**src/rtl/mips_pkg.sv**
```systemverilog
// rtl/mips_pkg.sv - shared opcodes, ALU op codes, state encodings and control word
package mips_pkg;

  localparam logic [5:0] OP_RTYPE = 6'b000000;
  localparam logic [5:0] OP_LW    = 6'b100011;
  localparam logic [5:0] OP_SW    = 6'b101011;
  localparam logic [5:0] OP_BEQ   = 6'b000100;
  localparam logic [5:0] OP_ADDI  = 6'b001000;
  localparam logic [5:0] OP_J     = 6'b000010;

  localparam logic [1:0] ALU_OP_ADD   = 2'b00;
  localparam logic [1:0] ALU_OP_SUB   = 2'b01;
  localparam logic [1:0] ALU_OP_FUNCT = 2'b10;

  typedef enum logic [3:0] {
    S_FETCH    = 4'd0,
    S_DECODE   = 4'd1,
    S_MEMADR   = 4'd2,
    S_MEMRD    = 4'd3,
    S_MEMWB    = 4'd4,
    S_MEMWR    = 4'd5,
    S_RTYPE_EX = 4'd6,
    S_RTYPE_WB = 4'd7,
    S_BEQ_EX   = 4'd8,
    S_ADDI_EX  = 4'd9,
    S_ADDI_WB  = 4'd10,
    S_JUMP     = 4'd11
  } state_t;

  typedef struct packed {
    logic       pc_write;
    logic       pc_write_cond;
    logic       iord;
    logic       mem_read;
    logic       mem_write;
    logic       ir_write;
    logic       mem_to_reg;
    logic       reg_dst;
    logic       reg_write;
    logic       alu_src_a;
    logic [1:0] alu_src_b;
    logic [1:0] pc_source;
    logic [1:0] alu_op;
  } ctrl_word_t;

endpackage

```
**src/rtl/mips_multicycle_ctrl_if.sv**
```systemverilog
// rtl/mips_multicycle_ctrl_if.sv - controller <-> datapath bundle
interface mips_multicycle_ctrl_if #(
  parameter int CNT_W = 32
);
  logic [5:0]       opcode;
  logic             mem_ready;
  logic             pc_write;
  logic             pc_write_cond;
  logic             iord;
  logic             mem_read;
  logic             mem_write;
  logic             ir_write;
  logic             mem_to_reg;
  logic             reg_dst;
  logic             reg_write;
  logic             alu_src_a;
  logic [1:0]       alu_src_b;
  logic [1:0]       pc_source;
  logic [1:0]       alu_op;
  logic             illegal_op;
  logic [CNT_W-1:0] instr_retired;

  modport master (
    input  opcode, mem_ready,
    output pc_write, pc_write_cond, iord, mem_read, mem_write, ir_write,
           mem_to_reg, reg_dst, reg_write, alu_src_a, alu_src_b, pc_source,
           alu_op, illegal_op, instr_retired
  );

  modport slave (
    output opcode, mem_ready,
    input  pc_write, pc_write_cond, iord, mem_read, mem_write, ir_write,
           mem_to_reg, reg_dst, reg_write, alu_src_a, alu_src_b, pc_source,
           alu_op, illegal_op, instr_retired
  );
endinterface

```
**src/rtl/mips_ctrl_outdec.sv**
```systemverilog
// rtl/mips_ctrl_outdec.sv - state (+ memory ready) to datapath control word
module mips_ctrl_outdec
  import mips_pkg::*;
(
  input  state_t     state_i,
  input  logic       ready_i,
  output ctrl_word_t ctrl_o
);

  // Moore decode; only FETCH gates its PC/IR loads on memory ready
  always_comb begin
    ctrl_o = '0;
    case (state_i)
      S_FETCH: begin
        ctrl_o.mem_read  = 1'b1;
        ctrl_o.alu_src_b = 2'b01;
        ctrl_o.alu_op    = ALU_OP_ADD;
        ctrl_o.ir_write  = ready_i;
        ctrl_o.pc_write  = ready_i;
      end
      S_DECODE: begin
        ctrl_o.alu_src_b = 2'b11;
        ctrl_o.alu_op    = ALU_OP_ADD;
      end
      S_MEMADR, S_ADDI_EX: begin
        ctrl_o.alu_src_a = 1'b1;
        ctrl_o.alu_src_b = 2'b10;
        ctrl_o.alu_op    = ALU_OP_ADD;
      end
      S_MEMRD: begin
        ctrl_o.mem_read = 1'b1;
        ctrl_o.iord     = 1'b1;
      end
      S_MEMWB: begin
        ctrl_o.reg_write  = 1'b1;
        ctrl_o.mem_to_reg = 1'b1;
      end
      S_MEMWR: begin
        ctrl_o.mem_write = 1'b1;
        ctrl_o.iord      = 1'b1;
      end
      S_RTYPE_EX: begin
        ctrl_o.alu_src_a = 1'b1;
        ctrl_o.alu_op    = ALU_OP_FUNCT;
      end
      S_RTYPE_WB: begin
        ctrl_o.reg_write = 1'b1;
        ctrl_o.reg_dst   = 1'b1;
      end
      S_BEQ_EX: begin
        ctrl_o.alu_src_a     = 1'b1;
        ctrl_o.alu_op        = ALU_OP_SUB;
        ctrl_o.pc_write_cond = 1'b1;
        ctrl_o.pc_source     = 2'b01;
      end
      S_ADDI_WB: begin
        ctrl_o.reg_write = 1'b1;
      end
      S_JUMP: begin
        ctrl_o.pc_write  = 1'b1;
        ctrl_o.pc_source = 2'b10;
      end
      default: ctrl_o = '0;
    endcase
  end

endmodule

```
**src/rtl/mips_multicycle_ctrl.sv**
```systemverilog
// rtl/mips_multicycle_ctrl.sv - multicycle MIPS main control FSM with retire counter
module mips_multicycle_ctrl
  import mips_pkg::*;
#(
  parameter int CNT_W     = 32,
  parameter bit USE_READY = 1'b1
) (
  input logic                  clk,
  input logic                  rst_n,
  mips_multicycle_ctrl_if.master bus
);

  state_t           state_q, state_d;
  logic [CNT_W-1:0] cnt_q, cnt_d;
  logic             ready;
  logic             illegal;
  logic             retire;
  ctrl_word_t       ctrl;
  ctrl_word_t       ctrl_g;

  assign ready = USE_READY ? bus.mem_ready : 1'b1;

  mips_ctrl_outdec u_outdec (
    .state_i (state_q),
    .ready_i (ready),
    .ctrl_o  (ctrl)
  );

  // Next state, illegal-opcode detect and retire condition
  always_comb begin
    state_d = S_FETCH;
    illegal = 1'b0;
    retire  = 1'b0;
    case (state_q)
      S_FETCH:  state_d = ready ? S_DECODE : S_FETCH;
      S_DECODE: begin
        case (bus.opcode)
          OP_LW, OP_SW: state_d = S_MEMADR;
          OP_RTYPE:     state_d = S_RTYPE_EX;
          OP_BEQ:       state_d = S_BEQ_EX;
          OP_ADDI:      state_d = S_ADDI_EX;
          OP_J:         state_d = S_JUMP;
          default: begin
            state_d = S_FETCH;
            illegal = 1'b1;
          end
        endcase
      end
      S_MEMADR:   state_d = (bus.opcode == OP_SW) ? S_MEMWR : S_MEMRD;
      S_MEMRD:    state_d = ready ? S_MEMWB : S_MEMRD;
      S_MEMWR: begin
        state_d = ready ? S_FETCH : S_MEMWR;
        retire  = ready;
      end
      S_RTYPE_EX: state_d = S_RTYPE_WB;
      S_ADDI_EX:  state_d = S_ADDI_WB;
      S_MEMWB, S_RTYPE_WB, S_BEQ_EX, S_ADDI_WB, S_JUMP: begin
        state_d = S_FETCH;
        retire  = 1'b1;
      end
      default:    state_d = S_FETCH;
    endcase
  end

  // Counter wraps naturally at CNT_W bits
  always_comb begin
    cnt_d = cnt_q;
    if (retire) cnt_d = cnt_q + CNT_W'(1);
  end

  // State and retire counter registers
  always_ff @(posedge clk or negedge rst_n) begin
    if (!rst_n) begin
      state_q <= S_FETCH;
      cnt_q   <= '0;
    end else begin
      state_q <= state_d;
      cnt_q   <= cnt_d;
    end
  end

  // Force every control low while reset is held, even though state sits in FETCH
  always_comb begin
    ctrl_g = rst_n ? ctrl : '0;
  end

  assign bus.pc_write      = ctrl_g.pc_write;
  assign bus.pc_write_cond = ctrl_g.pc_write_cond;
  assign bus.iord          = ctrl_g.iord;
  assign bus.mem_read      = ctrl_g.mem_read;
  assign bus.mem_write     = ctrl_g.mem_write;
  assign bus.ir_write      = ctrl_g.ir_write;
  assign bus.mem_to_reg    = ctrl_g.mem_to_reg;
  assign bus.reg_dst       = ctrl_g.reg_dst;
  assign bus.reg_write     = ctrl_g.reg_write;
  assign bus.alu_src_a     = ctrl_g.alu_src_a;
  assign bus.alu_src_b     = ctrl_g.alu_src_b;
  assign bus.pc_source     = ctrl_g.pc_source;
  assign bus.alu_op        = ctrl_g.alu_op;
  assign bus.illegal_op    = illegal & rst_n;
  assign bus.instr_retired = cnt_q;

endmodule

```
**src/flat_wrapper.sv**
```systemverilog
// flat-port wrapper written by rule: the top's interface ports become plain ports
module mips_multicycle_ctrl_flat import mips_pkg::*;
#(
  parameter int CNT_W     = 32,
  parameter bit USE_READY = 1'b1
)
  (clk, rst_n, bus_opcode, bus_mem_ready, bus_pc_write, bus_pc_write_cond, bus_iord, bus_mem_read, bus_mem_write, bus_ir_write, bus_mem_to_reg, bus_reg_dst, bus_reg_write, bus_alu_src_a, bus_alu_src_b, bus_pc_source, bus_alu_op, bus_illegal_op, bus_instr_retired);
  mips_multicycle_ctrl_if #(.CNT_W(CNT_W)) bus_i ();
  input logic clk;
  input logic rst_n;
  input wire logic [$bits(bus_i.opcode)-1:0] bus_opcode;
  input wire logic [$bits(bus_i.mem_ready)-1:0] bus_mem_ready;
  output wire logic [$bits(bus_i.pc_write)-1:0] bus_pc_write;
  output wire logic [$bits(bus_i.pc_write_cond)-1:0] bus_pc_write_cond;
  output wire logic [$bits(bus_i.iord)-1:0] bus_iord;
  output wire logic [$bits(bus_i.mem_read)-1:0] bus_mem_read;
  output wire logic [$bits(bus_i.mem_write)-1:0] bus_mem_write;
  output wire logic [$bits(bus_i.ir_write)-1:0] bus_ir_write;
  output wire logic [$bits(bus_i.mem_to_reg)-1:0] bus_mem_to_reg;
  output wire logic [$bits(bus_i.reg_dst)-1:0] bus_reg_dst;
  output wire logic [$bits(bus_i.reg_write)-1:0] bus_reg_write;
  output wire logic [$bits(bus_i.alu_src_a)-1:0] bus_alu_src_a;
  output wire logic [$bits(bus_i.alu_src_b)-1:0] bus_alu_src_b;
  output wire logic [$bits(bus_i.pc_source)-1:0] bus_pc_source;
  output wire logic [$bits(bus_i.alu_op)-1:0] bus_alu_op;
  output wire logic [$bits(bus_i.illegal_op)-1:0] bus_illegal_op;
  output wire logic [$bits(bus_i.instr_retired)-1:0] bus_instr_retired;
  assign bus_i.opcode = bus_opcode;
  assign bus_i.mem_ready = bus_mem_ready;
  assign bus_pc_write = bus_i.pc_write;
  assign bus_pc_write_cond = bus_i.pc_write_cond;
  assign bus_iord = bus_i.iord;
  assign bus_mem_read = bus_i.mem_read;
  assign bus_mem_write = bus_i.mem_write;
  assign bus_ir_write = bus_i.ir_write;
  assign bus_mem_to_reg = bus_i.mem_to_reg;
  assign bus_reg_dst = bus_i.reg_dst;
  assign bus_reg_write = bus_i.reg_write;
  assign bus_alu_src_a = bus_i.alu_src_a;
  assign bus_alu_src_b = bus_i.alu_src_b;
  assign bus_pc_source = bus_i.pc_source;
  assign bus_alu_op = bus_i.alu_op;
  assign bus_illegal_op = bus_i.illegal_op;
  assign bus_instr_retired = bus_i.instr_retired;
  mips_multicycle_ctrl #(.CNT_W(CNT_W), .USE_READY(USE_READY)) u_core (.clk(clk), .rst_n(rst_n), .bus(bus_i));
endmodule
```
**config.mk**
```make
export PLATFORM = sky130hd
export DESIGN_NAME = mips_multicycle_ctrl_flat
export DESIGN_NICKNAME = d
export VERILOG_FILES = /design/src/rtl/mips_pkg.sv /design/src/rtl/mips_multicycle_ctrl_if.sv /design/src/rtl/mips_ctrl_outdec.sv /design/src/rtl/mips_multicycle_ctrl.sv /design/src/flat_wrapper.sv
export SDC_FILE = /design/constraint.sdc
export NUM_CORES = 1
export LEC_CHECK = 0
export ABC_AREA = 1
export CAP_MARGIN = 30
export CORE_ASPECT_RATIO = 0.9
export CORE_MARGIN = 2
export CORE_UTILIZATION = 46
export CTS_CLUSTER_DIAMETER = 100
export DETAILED_ROUTE_END_ITERATION = 8
export MAX_ROUTING_LAYER = met4
export PLACE_DENSITY = 0.77
export RECOVER_POWER = 25
export SYNTH_ARGS = -nofsm -noshare
export SYNTH_HDL_FRONTEND = slang
export SYNTH_SLANG_ARGS = --single-unit
```
**constraint.sdc**
```tcl
create_clock -name clk -period 2 [get_ports clk]
set_input_delay 0.4 -clock clk [delete_from_list [all_inputs] [get_ports clk]]
set_output_delay 0.4 -clock clk [all_outputs]
set_load 0.05 [all_outputs]
```
==> results.rst, run 1 <==
.. list-table::
   :header-rows: 1

   * - Metric
     - Value
   * - Fin crit share
     - 104%
   * - CTS tree
     - yes
   * - Final instance area
     - 3550 µm²
   * - Library cell contributing the largest single delay on the critical path
     - sky130_fd_sc_hd__dfrtp_1
   * - DRC violations left
     - 0
   * - I/O pin total
     - 58
   * - Violated checks
     - setup timing
   * - Sum of negative setup slack
     - -75.0 ps
   * - Clock edge transition at the registers on the reported setup and hold paths
     - ~80 ps
   * - Dominant cell type by count on the critical path
     - sky130_fd_sc_hd__buf_4
   * - Kind of end point of the critical path
     - output port
   * - DIE HEIGHT
     - about 72 µm
   * - Crit path time final
     - 2080 ps
   * - Via count of the first global-routing pass
     - 2253
   * - Final routed wirelength across all metal layers
     - slightly below 7 mm
   * - X dimension of the die
     - 79.4 µm
   * - Max-slew headroom
     - 23.5%
   * - Largest fanout on the critical path
     - 5
   * - Die Area
     - 5700 µm²
   * - Kind of path behind the tightest hold check
     - primary input to asynchronous set/reset pin
   * - Total number of vias
     - ~2500
   * - H-Tree Level Count
     - 2
   * - GRT Residual Overflow
     - 0
   * - Kind of critical path
     - flop to output port
   * - Cell-by-cell trace of the critical path
     - buf_6 > buf_4 > nor4_2 > buf_4 > buf_12
   * - Number of synthesis warnings
     - 0
   * - Placeable core region
     - 4890 µm²
   * - FMAX
     - 482 MHz
   * - Netlist Area Pre-Place
     - 2350 µm²
   * - WP data required
     - 1600 ps
   * - WP buf/inv
     - 4
   * - Number of optimization iterations in the first detailed-route pass
     - 4
   * - Port-buffer cells
     - between 50 and 60
   * - Syn Nets
     - 354
   * - Total number of nets in the final design
     - 435
   * - Global-route wire length before repair
     - 10.8 mm
   * - Pin slew with the least headroom to its limit
     - 1150 ps
   * - Final Hold Violating Endpoints
     - 0
   * - Count of cell types in the netlist
     - 25
   * - Unrepaired setup endpoints after global routing
     - true
   * - Largest delay contributor family on the critical path
     - buffers and inverters
   * - Maximum clock path buffer count
     - 2
   * - First-iteration detailed-routing DRC count
     - 189
   * - Detail-routed net length per standard cell
     - 13.8 µm
   * - Worst clock skew
     - 11.9 ps
   * - Cells after Synth
     - 344
   * - Worst Setup Slack, final
     - -75.0 ps
   * - Largest net degree at the start of global routing
     - 22
   * - Power Dens Cells
     - approximately 760 nW/µm²
   * - Count of maximum capacitance violations
     - 0
   * - Crit path arrival time
     - 1680 ps
   * - Crit path largest cell delay
     - 420 ps
   * - Starting Density
     - 48.0%
   * - Number of rows created at floorplan
     - 24
   * - Number of antenna-violating nets in the routed design
     - 0
   * - Num Clock Sinks
     - 36
   * - Number of antenna violations at the first check in global routing
     - 0
   * - Register bit total from synthesis
     - 36
   * - Endpoints failing setup
     - 1
   * - Average footprint of a synthesized cell
     - 6.83 µm²
   * - Inserted Clock Buffers
     - 5
   * - Placed wire-length estimate after detailed placement
     - 4.99 mm
   * - GP Congestion
     - between 0.9 and 1
   * - Area overhead of the layout relative to synthesis
     - 51.2%
   * - Latest clock arrival within the worst-skew pair
     - about 300 ps
   * - Area after DPL
     - 3220 µm²
   * - Result of the run
     - finished with violations
   * - Max-slew violation count
     - 0
   * - Routed vias/inst
     - 5.13
   * - Share of synthesized area occupied by flip-flops and latches
     - 38.3%
   * - Share of post-route cells with drive strength above 1
     - between 20% and 30%
   * - CTS Root Buffer Type
     - sky130_fd_sc_hd__clkbuf_8
   * - Total leakage power
     - 0.00165 µW
   * - Startpoint kind of the worst setup timing path
     - flop
   * - GRT Overall Usage
     - between 20% and 30%
   * - Flop2flop setup slack
     - 300 ps
   * - Antenna diode count
     - 0
   * - Maximum ir drop on the vdd rail
     - 0.692 mV
==> worst paths after layout <==
path | from | end | cells after the start
worst min-delay path | rst_n | u_core.state_q[3] | 2
max in group asynchronous | rst_n | u_core.bus.instr_retired[1] | 2
worst max-delay path | u_core.state_q[3] | bus_alu_op[1] | 5
min in group clk | u_core.bus.instr_retired[31] | u_core.bus.instr_retired[31] | 2
worst max register to register | u_core.bus.instr_retired[0] | u_core.bus.instr_retired[20] | 8
worst min register to register | u_core.bus.instr_retired[31] | u_core.bus.instr_retired[31] | 2
==> repair_timing <==
action | CTS | global route
hold buffers | 0 | 0
cloned | 0 | 0
setup buffers | 0 | 9
gates resized for setup | 7 | 47
setup endpoints to repair | 6 | 15
pin swaps | 2 | 13
==> cells by family after synthesis <==
group / Yosys count / synth area share [%]
fa+ha+maj: 1 / 0.532
simple gates: 221 / 41.5
compound gates: 14 / 3.30
xor+xnor: 17 / 6.33
buf+inv: 55 / 10.1
flops: 36 / 38.3
==> cell type report <==
cell class | instances | area (µm²)
clock buffer | 7 | 96.3
fill | 381 | 1340
inverter | 49 | 186
multi-input combinational | 253 | 1390
sequential | 36 | 905
tap | 65 | 81.3
timing repair buffer | 80 | 893
==> power by group <==
| group | internal, µW | switching (µW) | total, µW |
|---|---|---|---|
| clock network | 307 | 263 | 570 |
| logic | 471 | 753 | 1220 |
| registers | 793 | 97.2 | 891 |
==> routing by layer <==
| metal | part of all wire (%) | vias up | track usage (%) | routed length (µm) |
|---|---|---|---|---|
| li1 | - | 1254 | - | - |
| met1 | 46 | 1179 | 33.3 | 3130 |
| met2 | 48 | 75 | 39.5 | 3250 |
| met3 | 4.5 | 7 | 4.28 | 304 |
| met4 | 1.0 | 0 | 4.79 | 70 |
| met5 | 0 | - | - | 0 |
==> cell usage after synthesis <==
master	count	share of area, %
sky130_fd_sc_hd__a21oi_1	8	1.7
sky130_fd_sc_hd__nor3_1	10	2.1
sky130_fd_sc_hd__inv_2	2	0.32
sky130_fd_sc_hd__nand2_1	104	17
sky130_fd_sc_hd__nor4_1	3	0.80
sky130_fd_sc_hd__nor2_2	3	0.80
sky130_fd_sc_hd__xnor2_1	14	5.2
sky130_fd_sc_hd__nand3_4	1	0.75
sky130_fd_sc_hd__buf_4	2	0.64
sky130_fd_sc_hd__inv_1	47	7.5
sky130_fd_sc_hd__nand4_1	18	4.8
sky130_fd_sc_hd__o21bai_1	2	0.64
sky130_fd_sc_hd__nor3_2	1	0.43
sky130_fd_sc_hd__and2_1	1	0.27
sky130_fd_sc_hd__nand3b_1	5	1.6
sky130_fd_sc_hd__clkbuf_1	1	0.16
sky130_fd_sc_hd__o211ai_1	1	0.32
sky130_fd_sc_hd__xor2_1	3	1.1
sky130_fd_sc_hd__dfrtp_1	36	38
sky130_fd_sc_hd__nor2_1	52	8.3
sky130_fd_sc_hd__o21ai_0	3	0.64
sky130_fd_sc_hd__nand2_2	2	0.53
sky130_fd_sc_hd__ha_1	1	0.53
sky130_fd_sc_hd__nand3_1	21	4.5
sky130_fd_sc_hd__buf_6	3	1.4
==> per-stage QoR <==
step | instances | hold slack, ps | utilization [%] | worst slack (ps) | power [µW]
2_1_floorplan | 344 | 104 | - | -416 | 1510
3_3_place_gp | 474 | 421 | 65.8 | -44.1 | 1920
3_5_place_dp | 474 | 425 | 65.8 | -79.6 | 1930
4_1_cts | 481 | 105 | 67.9 | -44.4 | 2500
5_1_grt | 490 | 406 | 72.6 | -123 | 2810
6_report | 490 | 325 | 72.6 | -75.0 | 2680
==> sequential cells by signal, indices dropped and copies added, names as in the netlist <==
register / count
u_core.bus.instr_retired: 32
u_core.state_q: 4
==> layout by cell type (no fill, tap or decap), types with 14 or more instances in the layout <==
| cell | count |
|---|---|
| sky130_fd_sc_hd__inv_1 | 41 |
| sky130_fd_sc_hd__nand2_1 | 98 |
| sky130_fd_sc_hd__xnor2_1 | 14 |
| sky130_fd_sc_hd__dfrtp_1 | 33 |
| sky130_fd_sc_hd__nor2_1 | 45 |
| sky130_fd_sc_hd__nand3_1 | 17 |
| sky130_fd_sc_hd__buf_12 | 16 |
| sky130_fd_sc_hd__buf_4 | 29 |
| sky130_fd_sc_hd__clkdlybuf4s50_1 | 23 |
| sky130_fd_sc_hd__nand4_1 | 18 |
Note: power is estimated with default switching activity, not from simulation.
==> run 2, diff against run 1 <==
- CTS_BUF_LIST: unset -> sky130_fd_sc_hd__clkbuf_4
- PLACE_DENSITY: 0.77 -> 0.75
==> run 2 against run 1 <==
  * The flow still finishes with violations (setup timing)
  * Combinational power up 3%
  * Count of clock-buffer cells in the layout down 1
  * Design area is 2.8% higher
  * Global-route usage rose by 2.0 points
  * Sequential power down 1%
  * Die area unchanged
  * Non-clock buffer count increased by 8
  * Routed wire length up 7.6%
  * Via count rose by 4.4%
  * Critical path type is now primary input to output port
  * Largest cell class unchanged
  * Largest power group unchanged
  * Highest routed layer unchanged
==> results.rst, run 2 (synthesis results as in run 1) <==
.. list-table::
   :header-rows: 1

   * - Metric
     - Value
   * - Endpoints failing setup
     - 10 (was 1)
   * - First-iteration detailed-routing DRC count
     - 195 (was 189)
   * - Global-route wire length before repair
     - 11.6 mm (was 10.8 mm)
   * - Share of post-route cells with drive strength above 1
     - 25.9% (was 24.0%)
   * - Kind of path behind the tightest hold check
     - primary input to asynchronous set/reset pin (unchanged)
   * - Worst clock skew
     - 10.2 ps (was 11.9 ps)
   * - Num Clock Sinks
     - 36 (unchanged)
   * - Flop2flop setup slack
     - 210 ps (was 300 ps)
   * - Count of non-filler cells in the finished layout
     - 498 (was 490)
   * - Post-route core utilization
     - 74.7% (was 72.6%)
   * - Maximum clock path buffer count
     - 2 (unchanged)
   * - Placed wire-length estimate after detailed placement
     - 5.21 mm (was 4.99 mm)
   * - Number of antenna-violating nets in the routed design
     - 0 (unchanged)
   * - Number of flip-flops in the largest register
     - 32 (unchanged)
   * - Latest clock arrival within the worst-skew pair
     - 350 ps (was 300 ps)
   * - Largest net degree at the start of global routing
     - 25 (was 22)
   * - Count of maximum capacitance violations
     - 0 (unchanged)
   * - Pin slew with the least headroom to its limit
     - 1260 ps (was 1150 ps)
   * - Topmost layer with routed signal wires
     - met4 (unchanged)
   * - GP Congestion
     - 0.921 (was 0.924)
   * - Routed metal-1 wire length
     - 3.20 mm (was 3.13 mm)
   * - CTS tree
     - yes (unchanged)
   * - Reg2reg end
     - u_core.bus.instr_retired[31] (was u_core.bus.instr_retired[20])
   * - H-Tree Level Count
     - 2 (unchanged)
   * - GRT Overall Usage
     - 26.6% (was 24.6%)
   * - Maximum ir drop on the vdd rail
     - 0.747 mV (was 0.692 mV)
   * - Detail-routed net length per standard cell
     - 14.6 µm (was 13.8 µm)
   * - Crit path time final
     - 2070 ps (was 2080 ps)
   * - Worst Setup Slack, final
     - -65.8 ps (was -75.0 ps)
   * - X dimension of the die
     - 79.4 µm (unchanged)
   * - Total leakage power
     - 0.00183 µW (was 0.00165 µW)
   * - Die Area
     - 5700 µm² (unchanged)
   * - Number of rows created at floorplan
     - 24 (unchanged)
   * - Number of optimization iterations in the first detailed-route pass
     - 4 (unchanged)
   * - CTS Root Buffer Type
     - sky130_fd_sc_hd__clkbuf_4 (was sky130_fd_sc_hd__clkbuf_8)
   * - Total number of nets in the final design
     - 443 (was 435)
   * - Largest fanout on the critical path
     - 6 (was 5)
   * - Violated checks
     - setup timing (unchanged)
   * - Power Dens Cells
     - 691 nW/µm² (was 755 nW/µm²)
   * - Antenna diode count
     - 0 (unchanged)
   * - Via count of the first global-routing pass
     - 2460 (was 2253)
   * - Result of the run
     - finished with violations (unchanged)
   * - Clock edge transition at the registers on the reported setup and hold paths
     - 110 ps (was 80 ps)
   * - Detailed-routed wire length on met3
     - 381 µm (was 304 µm)
   * - DIE HEIGHT
     - 71.8 µm (unchanged)
   * - Path depth of the worst reg2reg path
     - 10 (was 8)
   * - Max-slew headroom
     - 15.9% (was 23.5%)
   * - Number of antenna violations at the first check in global routing
     - 0 (unchanged)
   * - Final routed wirelength across all metal layers
     - 7.27 mm (was 6.75 mm)
   * - Most frequent standard cell in the layout excluding fill and tap cells
     - sky130_fd_sc_hd__nand2_1 (unchanged)
   * - DRC violations left
     - 0 (unchanged)
   * - Inserted Clock Buffers
     - 5 (unchanged)
   * - Kind of end point of the critical path
     - output port (unchanged)
   * - Startpoint kind of the worst setup timing path
     - primary input (was flop)
   * - Met2 wire length
     - 3.55 mm (was 3.25 mm)
   * - FMAX
     - 484 MHz (was 482 MHz)
   * - WP data required
     - 1600 ps (about the same)
   * - Top library cells by usage in the layout, fill and taps aside
     - sky130_fd_sc_hd__nand2_1, sky130_fd_sc_hd__nor2_1, sky130_fd_sc_hd__inv_1 (unchanged)
   * - Placeable core region
     - 4890 µm² (unchanged)
   * - Source of the worst register-to-register timing path
     - u_core.state_q[3] (was u_core.bus.instr_retired[0])
   * - I/O pin total
     - 58 (unchanged)
   * - Final Hold Violating Endpoints
     - 0 (unchanged)
   * - Crit path arrival time
     - 1670 ps (was 1680 ps)
   * - Unrepaired setup endpoints after global routing
     - true (unchanged)
   * - Fin crit share
     - 103% (was 104%)
   * - Area overhead of the layout relative to synthesis
     - 55.5% (was 51.2%)
   * - Kind of critical path
     - primary input to output port (was flop to output port)
   * - Port-buffer cells
     - 57 (unchanged)
   * - Max-slew violation count
     - 0 (unchanged)
   * - Routed vias/inst
     - 5.27 (was 5.13)
   * - Pre-CTS setup slack
     - -116 ps (was -79.6 ps)
   * - Starting Density
     - 48.0% (unchanged)
   * - Number of placed instances with taps included
     - 474 (unchanged)
   * - Total number of vias
     - 2625 (was 2515)
   * - GRT Residual Overflow
     - 0 (unchanged)
run 2: cell types whose count changed in the layout (fill, tap and decap cells not counted), sizes merged:
cell / previous run / this run
buf: 47 / 54
clkdlybuf4s50: 23 / 3
clkinv: 0 / 1
clkinvlp: 0 / 1
dlygate4sd2: 3 / 14
dlygate4sd3: 0 / 1
dlymetal6s2s: 4 / 12
inv: 49 / 48
run 2: worst max-delay path by stage:
stage	from	end	slack [ps]
3_5_place_dp	bus_opcode[0]	bus_illegal_op	-120
3_3_place_gp	bus_opcode[1]	bus_illegal_op	-40
4_1_cts	u_core.state_q[0]	bus_pc_write	-70
5_1_grt	rst_n	bus_reg_dst	-130
2_1_floorplan	u_core.state_q[0]	bus_alu_op[1]	-420
6_report	rst_n	bus_reg_dst	-70
run 2: where the power goes:
group | switching [µW] | total [µW] | internal [µW] | leakage, µW
clock network | 241 | 384 | 143 | 0.0000315
registers | 89.9 | 881 | 791 | 0.000474
logic | 791 | 1260 | 471 | 0.00132
total | 1120 | 2530 | 1400 | 0.00183
run 2: layout make-up:
class	instances	area (µm²)
Clock buffer	6	45.0
Fill cell	369	1240
Tap cell	65	81.3
Clock inverter	1	5.00
Multi-Input combinational cell	253	1460
Timing Repair Buffer	88	971
Inverter	49	193
Sequential cell	36	903
run 2: metrics by stage:
step | power (µW) | cell area [µm²] | TNS, ps | hold WS [ps]
after floorplan | 1510 | 2370 | -1210 | 104
after global placement | 1920 | 3230 | -41.3 | 225
after detailed placement | 1930 | 3230 | -116 | 223
after CTS | 2360 | 3350 | -209 | 65.1
after global routing | 2640 | 3650 | -1310 | 425
final | 2530 | 3650 | -345 | 393
run 2: critical path: stages:
cell,delay (ps)
sky130_fd_sc_hd__clkbuf_1,310
sky130_fd_sc_hd__clkinvlp_4,270
sky130_fd_sc_hd__nor4_1,360
sky130_fd_sc_hd__buf_4,200
sky130_fd_sc_hd__buf_12,130
run 2: what timing repair did:
action / CTS / global route
endpoints found under the hold margin: 1 / 0
gates resized for setup: 35 / 50
pin swaps: 3 / 16
hold buffers: 1 / 0
setup buffers: 1 / 15
setup endpoints to repair: 23 / 23
run 2: per-layer routing:
metal	vias to the layer above	track usage, %
met5	-	-
met4	0	7.66
met3	11	4.66
met2	94	43.0
met1	1250	34.7
li1	1270	-
==> run 3, diff against run 2 <==
- CTS_CLUSTER_SIZE: unset -> 12
==> results of run 3 <==
The final DEF is identical to that of run 2; final timing and power are the same.
